**src/rtl/packetizer.sv**
```systemverilog
`default_nettype none
// ============================================================================
//  Module   : packetizer
//  Purpose  : Packs a valid/ready stream of 16-bit words into 48-bit flits
//             {header, data, running XOR checksum}. A packet closes after
//             PKT_LEN words, or early on flush. The tail flit carries header
//             16'hFFFF.
//  Revision : 1.0 - initial release
// ----------------------------------------------------------------------------
//  Ports
//    clk         in   1   rising-edge clock
//    reset       in   1   asynchronous active-high reset
//    data_in     in  16   payload word
//    data_valid  in   1   data_in is valid
//    data_ready  out  1   block can take a word or a flush this cycle
//    flush       in   1   close the open packet now
//    flitout     out 48   flit to the de-packetizer
//    flit_valid  out  1   flitout is valid
//    flit_ready  in   1   downstream accepts flitout
//    pkt_count   out  8   tail flits emitted, mod 256
//    busy        out  1   packet open or flit pending
// ============================================================================
module packetizer #(
  parameter int         PKT_LEN = 4,
  parameter logic [7:0] SRC_ID  = 8'h01
) (
  input  logic        clk,
  input  logic        reset,
  input  logic [15:0] data_in,
  input  logic        data_valid,
  output logic        data_ready,
  input  logic        flush,
  output logic [47:0] flitout,
  output logic        flit_valid,
  input  logic        flit_ready,
  output logic [7:0]  pkt_count,
  output logic        busy
);

  localparam logic [15:0] c_TAIL_HDR = 16'hFFFF;
  localparam logic [7:0]  c_LAST_IDX = 8'(PKT_LEN - 1);

  typedef enum logic [0:0] {
    S_IDLE = 1'b0,
    S_OPEN = 1'b1
  } state_t;

  state_t      r_state, w_state_next;
  logic [7:0]  r_idx, w_idx_next;
  logic [15:0] r_csum, w_csum_next;
  logic [7:0]  r_pkt_count, w_pkt_next;
  logic [47:0] r_flit, w_flit_next;
  logic        r_flit_valid, w_flit_valid_next;

  logic        w_close_empty;
  logic        w_load;
  logic        w_tail;
  logic [15:0] w_csum_data;

  // The output register is free when empty or being drained this edge.
  assign data_ready    = !r_flit_valid || flit_ready;
  // A bare flush only means something while a packet is open.
  assign w_close_empty = flush && !data_valid && (r_state == S_OPEN);
  assign w_load        = (data_valid || w_close_empty) && data_ready;
  assign w_tail        = (r_idx == c_LAST_IDX) || flush;
  assign w_csum_data   = r_csum ^ data_in;

  always_ff @(posedge clk or posedge reset) begin
    if (reset) begin
      r_state      <= S_IDLE;
      r_idx        <= 8'h00;
      r_csum       <= 16'h0000;
      r_pkt_count  <= 8'h00;
      r_flit       <= 48'h0;
      r_flit_valid <= 1'b0;
    end else begin
      r_state      <= w_state_next;
      r_idx        <= w_idx_next;
      r_csum       <= w_csum_next;
      r_pkt_count  <= w_pkt_next;
      r_flit       <= w_flit_next;
      r_flit_valid <= w_flit_valid_next;
    end
  end

  always_comb begin
    w_state_next      = r_state;
    w_idx_next        = r_idx;
    w_csum_next       = r_csum;
    w_pkt_next        = r_pkt_count;
    w_flit_next       = r_flit;
    w_flit_valid_next = r_flit_valid;

    if (w_load) begin
      w_flit_valid_next = 1'b1;
      if (data_valid) begin
        if (w_tail) begin
          w_flit_next  = {c_TAIL_HDR, data_in, w_csum_data};
          w_state_next = S_IDLE;
          w_idx_next   = 8'h00;
          w_csum_next  = 16'h0000;
          w_pkt_next   = r_pkt_count + 8'd1;
        end else begin
          w_flit_next  = {SRC_ID, r_idx, data_in, w_csum_data};
          w_state_next = S_OPEN;
          w_idx_next   = r_idx + 8'd1;
          w_csum_next  = w_csum_data;
        end
      end else begin
        // Empty tail: no data, checksum of the words already sent.
        w_flit_next  = {c_TAIL_HDR, 16'h0000, r_csum};
        w_state_next = S_IDLE;
        w_idx_next   = 8'h00;
        w_csum_next  = 16'h0000;
        w_pkt_next   = r_pkt_count + 8'd1;
      end
    end else if (flit_ready) begin
      w_flit_valid_next = 1'b0;
    end
  end

  assign flitout    = r_flit;
  assign flit_valid = r_flit_valid;
  assign pkt_count  = r_pkt_count;
  assign busy       = (r_state == S_OPEN) || r_flit_valid;

endmodule
`default_nettype wire

```
**config.mk**
```make
export PLATFORM = sky130hd
export DESIGN_NAME = packetizer
export DESIGN_NICKNAME = d
export VERILOG_FILES = /design/src/rtl/packetizer.sv
export SDC_FILE = /design/constraint.sdc
export NUM_CORES = 1
export LEC_CHECK = 0
export BUFFER_PORTS_ARGS = -buffer_cell sky130_fd_sc_hd__buf_2
export CORE_AREA = 2 2 87 89
export DETAILED_ROUTE_END_ITERATION = 10
export DIE_AREA = 0 0 89 91
export PLACE_DENSITY = 0.74
export SYNTH_ARGS = -nofsm -noshare
export SYNTH_HDL_FRONTEND = slang
export SYNTH_SLANG_ARGS = --single-unit
export TNS_END_PERCENT = 1
```
**constraint.sdc**
```tcl
create_clock -name clk -period 2.3 [get_ports clk]
set_input_delay 0.23 -clock clk [delete_from_list [all_inputs] [get_ports clk]]
set_output_delay 0.23 -clock clk [all_outputs]
set_load 0.02 [all_outputs]
```
==> metrics.csv, run 1 <==
metric,value,unit
initial antenna violation count,0,
Post-DP HPWL,4.78,mm
PortBufs,79,
vias in the first global route,2390,
Post-Synthesis Cells,305,
layout cell share with drive strength beyond 1,0.277,
Critical Path Start,r_idx[4],
Post-synth EDFFs,0,
Yosys top cell by area,dfrtp_1,
Final Cycle Share,0.858,
Worst-Margin Slew,0.583,ns
Worst slew margin,0.610,
RSZ-0062 raised after global routing,no,
CP max stage delay,0.50,ns
n_diodes,0,
pin count of the biggest net entering global routing,58,
design area,3970,um2
Yosys reg bits,76,
Final Max Slew Viols,0,
yosys warns,0,
H-tree levels,3,
Setup TNS Final,0,ns
syn_area_per_cell,11.0,um2
synth top area cells,"dfrtp_1 57%, xor2_1 12%, a22o_1 4.2%, nand2_1 4.0%, nand3_1 3.3%",
crit path cell chain,nor4_4 > a311oi_4 > nor2_4 > mux2_4,
"Top FF cell, synth",dfrtp_1,
Hold Path Origin,data_in[12],
CTS tree,done,
DRC,0,
status,"complete, no violations",
Area Overhead vs Synth,18.6,%
GRT Total Usage,0.181,
Nets,400,
"Clk Latency, worst-skew pair",0.35,ns
critical path arrival,2.21,ns
GRT overflow,0,
die footprint,8100,um2
Setup CP Type,flip-flop to flip-flop,
Die X,89,um
Post-CTS Setup Bufs,0,
sequential fraction of the synthesis area,0.569,
Final setup viols,0,
Static Leak,1.94,nW
Power Density,1030,nW/um2
Post-Synthesis Cell Area,3340,um2
Final Hold Fails,0,
"count leader, synth",dfrtp_1,
Min-Delay Path Class,input pin to flip-flop,
fin util,0.556,
Worst setup SP type,flip-flop,
synth cell count leaders,"76 x dfrtp_1, 44 x xor2_1, 36 x nand2_1",
post-synth cell types,32,
"CTS clk-pin slew, worst paths",0.08,ns
Rows,31,
Post-synth ARST share,1.00,
critical path required time,2.53,ns
num ports,80,
"Net Count, Synth",328,
CP max FO,25,
first-pass GRT wire length,11.4,mm
Top delay family on crit path,simple AND/OR/NAND/NOR gates,
reg-to-reg startpoint,r_idx[4],
placed instance area,3790,um2
Synth top area share,0.569,
Reg area,1900,um2
fill count,662,
core box area,7140,um2
WP buf/inv,0,
remaining antenna violation count,0,
crit path max-delay cell type,nor2_4,
vias,2469,
wire per inst,14.6,um
clk root buf,clkbuf_8,
Post-Route WL,7.00,mm
drt via density,5.13,
Worst R2R Setup Slack,0.33,ns
VDD IR max,0.329,mV
clk sinks,76,
GPL Wtd Cong,0.773,
Max Cap Viol,0,
Max clock buf depth,2,
initial core utilization,0.469,
Multi-input gate area,1310,um2
Vert. Die Dim,91,um
CTS Buf Count,9,
Final min period,1.97,ns
first drt pass iteration count,4,
fmax,507,MHz
Setup Skew,0.0111,ns
DRT iter0 DRCs,108,
nature of the critical path endpoint,flip-flop,
[state kept, by name, summed over array words and instances, names as in the netlist]
signal and flops:
r_idx 8, pkt_count 8, flitout 42, r_state 1, flit_valid 1, r_csum 16
[worst register-to-register path, delay by kind of cell, from the launching register on]
kind	cells	cell delay, ns
AOI/OAI and AO/OA	1	0.20
muxes	1	0.34
and+or+nand+nor	2	0.85
DFF	1	0.46
[final cells by class]
| class | instances | area share |
|---|---|---|
| inverters | 3 | 0.00284 |
| flip-flops and latches | 76 | 0.480 |
| multi-input cells | 202 | 0.330 |
| clock buffers | 14 | 0.0385 |
| repair buffers | 85 | 0.115 |
| well taps | 99 | 0.0312 |
| clock inverters | 2 | 0.00252 |
[logic make-up (layout without fill, tap and decap cells)]
logic type	Yosys count	in the layout	share of synthesized area
muxes	1	1	0.00449
and+or+nand+nor	107	107	0.155
xor gates and xnor gates	44	44	0.115
buffers and inverters	27	104	0.0408
adders and majority gates	2	2	0.00748
DFF	76	76	0.569
AOI/OAI and AO/OA	48	48	0.109
[layout by cell type (no fill, tap or decap), types with 2 or more instances in the layout]
master    count
a22o_1       16
and3_1        3
and4_1        2
buf_2        79
buf_4         4
clkbuf_1      4
clkbuf_8     10
clkinv_2      2
dfrtp_1      76
ha_1          2
inv_1         2
nand2_1      35
nand2b_1      3
nand3_1      22
nand4_1       5
nor2_1       24
nor3_1        5
o21ai_0      18
o22a_1        8
xor2_1       44
[repair_timing]
action | CTS | global route
hold buffers | 1 | 0
setup endpoints to repair | 0 | 10
hold endpoints to repair | 13 | 0
gates resized for setup | 0 | 1
[metrics by stage]
step	power (mW)	hold slack, ns	instances	setup WS (ns)
global placement	3.22	0.202	464	0.210
finish	4.10	0.144	481	0.326
CTS	4.14	0.132	481	0.0727
global route	4.35	0.142	481	0.167
floorplan	2.83	0.363	305	0.132
detailed placement	3.27	0.210	464	0.0799
[power by group]
group          switching, mW  internal [mW]  total [mW]
registers              0.283           1.68        1.97
clock network          0.448          0.420       0.868
logic                  0.782          0.483        1.27
[final timing paths]
path	cells after the start	endpoint
max	4	pkt_count[1]
min	2	flitout[28]
max reg2reg	4	pkt_count[1]
min reg2reg	1	flitout[40]
max in group asynchronous	4	flitout[26]
min in group asynchronous	3	pkt_count[7]
[layer usage]
layer  share of wire  track usage  routed length, um
met4           0.018       0.0784                124
met1            0.46        0.252               3250
met3           0.070       0.0473                493
met2            0.45        0.266               3140
met5               0            0                  0
Power figures use the tool's default switching activity.
==> inputs of run 2 (changes only) <==
Settings changed: CORE_AREA 2 2 87 89 to 2 2 86 88, DIE_AREA 0 0 89 91 to 0 0 88 90, PLACE_DENSITY 0.74 to 0.73.
Clock period 2.3 ns to 2 ns, I/O delays scaled along.
==> metrics.csv, run 2 (synthesis results as in run 1) <==
metric,value,unit,change
status,"complete, no violations",,
CP max stage delay,0.44,ns,-0.06 ns
Worst-Margin Slew,0.484,ns,-0.0995 ns
Top delay family on crit path,compound AO/OA/AOI/OAI gates,,
DRT iter0 DRCs,93,,-14%
Post-Route WL,6.95,mm,-0.79%
initial antenna violation count,0,,unchanged
RSZ-0062 raised after global routing,no,,
"Clk Latency, worst-skew pair",0.34,ns,about the same
Worst R2R Setup Slack,0.33,ns,about the same
Max Cap Viol,0,,unchanged
die footprint,7920,um2,-2.2%
hold path depth,2,,unchanged
Post-CTS Setup Bufs,0,,unchanged
Setup TNS Final,0,ns,unchanged
critical path arrival,1.89,ns,-0.32 ns
crit path cell chain,ha_1 > a311oi_4 > nor2_4 > mux2_4,,
remaining antenna violation count,0,,unchanged
most frequent cells in the layout,"79 x buf_2, 76 x dfrtp_1, 44 x xor2_1",,
Area Overhead vs Synth,21.6,%,
first-pass GRT wire length,11.7,mm,+2.7%
WP buf/inv,0,,unchanged
Min-Delay Path Class,input pin to flip-flop,,
layout cell share with drive strength beyond 1,0.293,,+0.0153
Setup CP Type,flip-flop to flip-flop,,
GRT Total Usage,0.188,,+0.00724
crit path max-delay cell type,a311oi_4,,
Final min period,1.67,ns,-0.307 ns
pin count of the biggest net entering global routing,42,,-28%
clk sinks,76,,unchanged
CTS tree,done,,
Die X,88,um,-1.1%
first drt pass iteration count,4,,unchanged
"CTS clk-pin slew, worst paths",0.08,ns,about the same
nature of the critical path endpoint,flip-flop,,
critical path required time,2.23,ns,-0.30 ns
Nets,405,,+1.3%
reg-to-reg startpoint,r_idx[0],,
PortBufs,79,,unchanged
Post-DP HPWL,4.89,mm,+2.4%
CP max FO,7,,-72%
Worst slew margin,0.677,,+0.0672
Vert. Die Dim,90,um,-1.1%
DRC,0,,unchanged
GPL Wtd Cong,0.796,,+3.0%
Final Cycle Share,0.833,,-0.0250
Hold EP,flitout[27],,
Static Leak,1.99,nW,+2.4%
"commonest non-fill, non-tap cell in the layout",buf_2,,
Final Max Slew Viols,0,,unchanged
initial core utilization,0.476,,+0.00777
Setup Skew,0.00690,ns,-0.00417 ns
Final setup viols,0,,unchanged
clk root buf,clkbuf_8,,
H-tree levels,3,,unchanged
Final Hold Fails,0,,unchanged
reg2reg end,pkt_count[1],,
Rows,31,,unchanged
Power Density,1240,nW/um2,+20%
VDD IR max,0.475,mV,+44%
fmax,600,MHz,+18%
drt via density,5.02,,-2.2%
core box area,7020,um2,-1.6%
final hold slack,0.101,ns,-0.0431 ns
CTS Buf Count,9,,unchanged
wire per inst,14.3,um,-1.6%
final setup margin,0.334,ns,+0.00738 ns
dpl ws,0.348,ns,+0.269 ns
Max clock buf depth,2,,unchanged
vias in the first global route,2436,,+1.9%
R2R depth,4,,unchanged
n_diodes,0,,unchanged
num ports,80,,unchanged
vias,2435,,-1.4%
GRT overflow,0,,unchanged
max reg flops,42,,unchanged
Hold Path Origin,data_in[11],,
Worst setup SP type,flip-flop,,
run 2: changes by cell type in the layout (fill, tap and decap cells not counted), moves of 2 or more:
cell | before | now
bufinv_16 | 0 | 2
clkinvlp_4 | 0 | 2
clkbuf_1 | 4 | 0
buf_4 | 4 | 9
run 2: area by class of cell:
type                       count  area, um2
clock buffer                  11        151
clock inverter                 4       72.6
fill                         638       2950
inverter                       3       15.0
multi-input combinational    202       1310
sequential                    76       1900
tap                           99        124
timing repair buffer          90        493
run 2: worst max-delay path by stage:
stage | start | to | slack (ns) | depth (start not counted)
final | r_idx[0] | pkt_count[1] | 0.33 | 4
after global routing | r_idx[0] | r_idx[7] | 0.25 | 5
after CTS | r_idx[0] | pkt_count[1] | 0.33 | 4
after detailed placement | r_idx[0] | pkt_count[1] | 0.35 | 4
after global placement | r_idx[4] | pkt_count[1] | 0.40 | 4
after floorplan | flit_valid | r_idx[7] | 0.43 | 6
run 2: power breakdown:
group / total (mW) / switching, mW / internal, mW
sequential: 2.26 / 0.326 / 1.93
clock: 1.30 / 0.541 / 0.762
combinational: 1.46 / 0.892 / 0.569
total: 5.03 / 1.76 / 3.27
run 2: layer usage:
| layer | vias to the layer above | track usage | part of all wire |
|---|---|---|---|
| li1 | 1181 | - | - |
| met1 | 1181 | 0.270 | 0.48 |
| met2 | 64 | 0.277 | 0.46 |
| met3 | 9 | 0.0386 | 0.052 |
| met4 | 0 | 0.0782 | 0.014 |
| met5 | - | 0 | 0 |
run 2: timing repair:
item | in CTS | in global routing
endpoints found under the hold margin | 4 | 0
resized for setup | 0 | 0
hold buffers | 1 | 0
run 2: stage by stage:
stage	total power [mW]	utilization	cells	cell area, um2
floorplan	3.26	-	305	3350
global placement	3.72	0.546	469	3830
detailed placement	3.76	0.546	469	3830
CTS	5.08	0.579	485	4070
global route	5.31	0.579	485	4070
finish	5.03	0.579	485	4070
run 2: worst reg2reg max path: stages, from the launching register on:
cell	delay, ns
dfrtp_1	0.43
ha_1	0.30
a311oi_4	0.44
nor2_4	0.08
mux2_4	0.30
==> inputs of run 3 (changes only) <==
Settings changed: ABC_AREA set to 1, CORE_AREA 2 2 86 88 to 2 2 88 90, DIE_AREA 0 0 88 90 to 0 0 90 92, PLACE_DENSITY 0.73 to 0.75.
Clock period 2 ns to 1.4 ns, I/O delays scaled along.
==> metrics.csv, run 3 <==
metric,value,unit,change
layout cell share with drive strength beyond 1,0.260,,-0.0328
Post-synth ARST share,1.00,,unchanged
crit path cell chain,ha_1 > inv_1 > nor2_2 > nand4_4 > nand2_4 > nand2_4 > inv_6 > nand2_1 > nand2_1,,
Worst setup SP type,flip-flop,,
most frequent cells in the layout,"119 x nand2_1, 79 x buf_2, 76 x dfrtp_1",,
Post-DP HPWL,5.04,mm,+3.1%
GRT Total Usage,0.181,,-0.00737
synth top area cells,"dfrtp_1 54%, nand2_1 13%, xor2_1 9.4%, o21ai_0 5.4%, inv_1 3.1%",,
Vert. Die Dim,92,um,+2.2%
met1 GRT Util,0.246,,-0.0243
WP buf/inv,2,,+2
"CTS clk-pin slew, worst paths",0.08,ns,about the same
Reg area,1900,um2,unchanged
CP max FO,22,,+15
Static Leak,2.22,nW,+12%
"count leader, synth",nand2_1,,
CTS Buf Count,9,,unchanged
RSZ-0062 raised after global routing,yes,,
Final Cycle Share,0.959,,+0.126
Post-Route WL,7.00,mm,+0.79%
final setup margin,0.0572,ns,-0.277 ns
pin count of the biggest net entering global routing,37,,-12%
critical path arrival,1.63,ns,-0.26 ns
syn_area_per_cell,9.07,um2,-17%
PortBufs,79,,unchanged
H-tree levels,3,,unchanged
GR Util met3,0.0370,,-0.00159
clk root buf,clkbuf_8,,
VDD IR max,0.567,mV,+19%
dpl cells,562,,+20%
post-synth cell types,27,,-16%
remaining antenna violation count,0,,unchanged
initial antenna violation count,0,,unchanged
GPL Wtd Cong,0.912,,+15%
num ports,80,,unchanged
fmax,745,MHz,+24%
Final min period,1.34,ns,-0.323 ns
Synth Area in Adders,0.00709,,-0.000393
Power Density,1580,nW/um2,+28%
Die X,90,um,+2.3%
Worst-Margin Slew,0.516,ns,+0.0323 ns
Yosys top cell by area,dfrtp_1,,
GRT overflow,0,,unchanged
CP max stage delay,0.37,ns,-0.07 ns
clk sinks,76,,unchanged
"commonest non-fill, non-tap cell in the layout",nand2_1,,
critical path required time,1.69,ns,-0.54 ns
Setup CP Type,flip-flop to flip-flop,,
first drt pass iteration count,4,,unchanged
mux contribution to synthesized area,0,,-0.00449
"Net Count, Synth",412,,+26%
DRT iter0 DRCs,142,,+53%
Nets,495,,+22%
complex-gate fraction of the synthesized area,0.0610,,-0.0479
CTS tree,done,,
Max clock buf depth,2,,unchanged
drt via density,4.76,,-5.1%
Rows,32,,+3.2%
Final Hold Fails,0,,unchanged
vias,2758,,+13%
Post-Layout Cell Count,579,,+19%
n_diodes,0,,unchanged
fill count,700,,+9.7%
xor/xnor cell area share of the yosys netlist,0.0993,,-0.0160
Post-synth EDFFs,0,,unchanged
Min-Delay Path Class,input pin to flip-flop,,
"Clk Latency, worst-skew pair",0.35,ns,about the same
Area Overhead vs Synth,21.8,%,
nature of the critical path endpoint,flip-flop,,
met2 Usage GRT,0.278,,+0.000422
"Top FF cell, synth",dfrtp_1,,
Final setup viols,0,,unchanged
Top delay family on crit path,simple AND/OR/NAND/NOR gates,,
status,"complete, no violations",,
global route hottest layer,met2,,
Post-Synthesis Cells,389,,+28%
Setup Skew,0.0150,ns,+0.00810 ns
main combinational cell family by area after synthesis,simple AND/OR/NAND/NOR gates,,
Worst slew margin,0.655,,-0.0222
wire per inst,12.1,um,-16%
Simple-Gate Fraction of Synth Area,0.213,,+0.0585
dpl ws,-0.0309,ns,-0.379 ns
max reg flops,42,,unchanged
Synth top area share,0.539,,-0.0298
die footprint,8280,um2,+4.5%
Yosys reg bits,76,,unchanged
first-pass GRT wire length,11.9,mm,+1.8%
sequential fraction of the synthesis area,0.539,,-0.0298
crit path max-delay cell type,dfrtp_1,,
DRC,0,,unchanged
Multi-input gate area,1350,um2,+2.8%
Max Cap Viol,0,,unchanged
core box area,7450,um2,+6.1%
Final Max Slew Viols,0,,unchanged
Post-Synthesis Cell Area,3530,um2,+5.5%
yosys warns,0,,unchanged
initial core utilization,0.474,,-0.00243
vias in the first global route,2628,,+7.9%
synth cell count leaders,"119 x nand2_1, 76 x dfrtp_1, 38 x o21ai_0, 38 x xor2_1, 29 x inv_1",,
run 3: cell count changes after synthesis, moves of 4 or more:
cell / delta
a22o_1: -16
buf_6: +5
clkbuf_1: -5
inv_1: +26
nand2_1: +83
nand3_1: -16
nand4_1: +5
nor3_1: -4
o21ai_0: +20
o21ai_1: +4
o22a_1: -8
xor2_1: -6
run 3: area by class of cell:
type | count | share of cell area
multi-input combinational | 259 | 0.313
tap | 102 | 0.0297
inverter | 32 | 0.0306
timing repair buffer | 94 | 0.138
clock buffer | 10 | 0.0297
sequential | 76 | 0.442
clock inverter | 6 | 0.0169
run 3: repair_timing:
action / CTS / global route
endpoints found under the setup margin: 23 / 38
hold endpoints to repair: 14 / 0
hold buffers: 1 / 0
buffers inserted: 0 / 0
resized for setup: 2 / 3
run 3: worst paths after layout:
kind	slack, ns	endpoint	from	depth (start not counted)
setup / recovery	0.06	pkt_count[1]	r_idx[0]	9
hold / removal	0.07	r_csum[12]	data_in[12]	4
setup reg to reg	0.06	pkt_count[1]	r_idx[0]	9
hold reg to reg	0.48	flitout[40]	flitout[40]	1
max in group asynchronous	0.55	flitout[24]	reset	4
min in group asynchronous	0.37	r_csum[12]	reset	3
run 3: worst reg2reg max path: cells and delay by family, from the launching register on:
family | cells | cell delay, ns
fa+ha+maj | 1 | 0.15
buf+inv | 2 | 0.22
flops | 1 | 0.37
simple gates | 6 | 0.55
run 3: layer usage:
| metal | wire, um | share of wire |
|---|---|---|
| met5 | 0 | 0 |
| met4 | 109 | 0.016 |
| met3 | 337 | 0.048 |
| met2 | 3230 | 0.46 |
| met1 | 3330 | 0.48 |
run 3: logic make-up after synthesis:
| logic type | after synthesis |
|---|---|
| buffers and inverters | 54 |
| XOR/XNOR | 40 |
| AND/OR/NAND/NOR | 174 |
| flip-flops | 76 |
| AO/OA/AOI/OAI | 43 |
| adder cells (fa/ha/maj) | 2 |
run 3: where the power goes:
part           internal [mW]  switching [mW]  total, mW  leakage, nW
Combinational          0.768            1.30       2.06         1.16
Clock                  0.839           0.829       1.67       0.0971
Sequential              2.69           0.373       3.06        0.962
Total                   4.29            2.50       6.79         2.22
run 3: metrics by stage:
stage	power [mW]	cell area [um2]	utilization	TNS, ns	hold WS (ns)
final	6.79	4300	0.577	0	0.0735
after floorplan	4.51	3530	-	-0.161	0.315
after detailed placement	5.17	4080	0.547	-0.376	0.197
after global placement	5.11	4080	0.547	0	0.194
after CTS	6.86	4290	0.576	0	0.0642
after global routing	7.20	4300	0.577	-0.649	0.0893
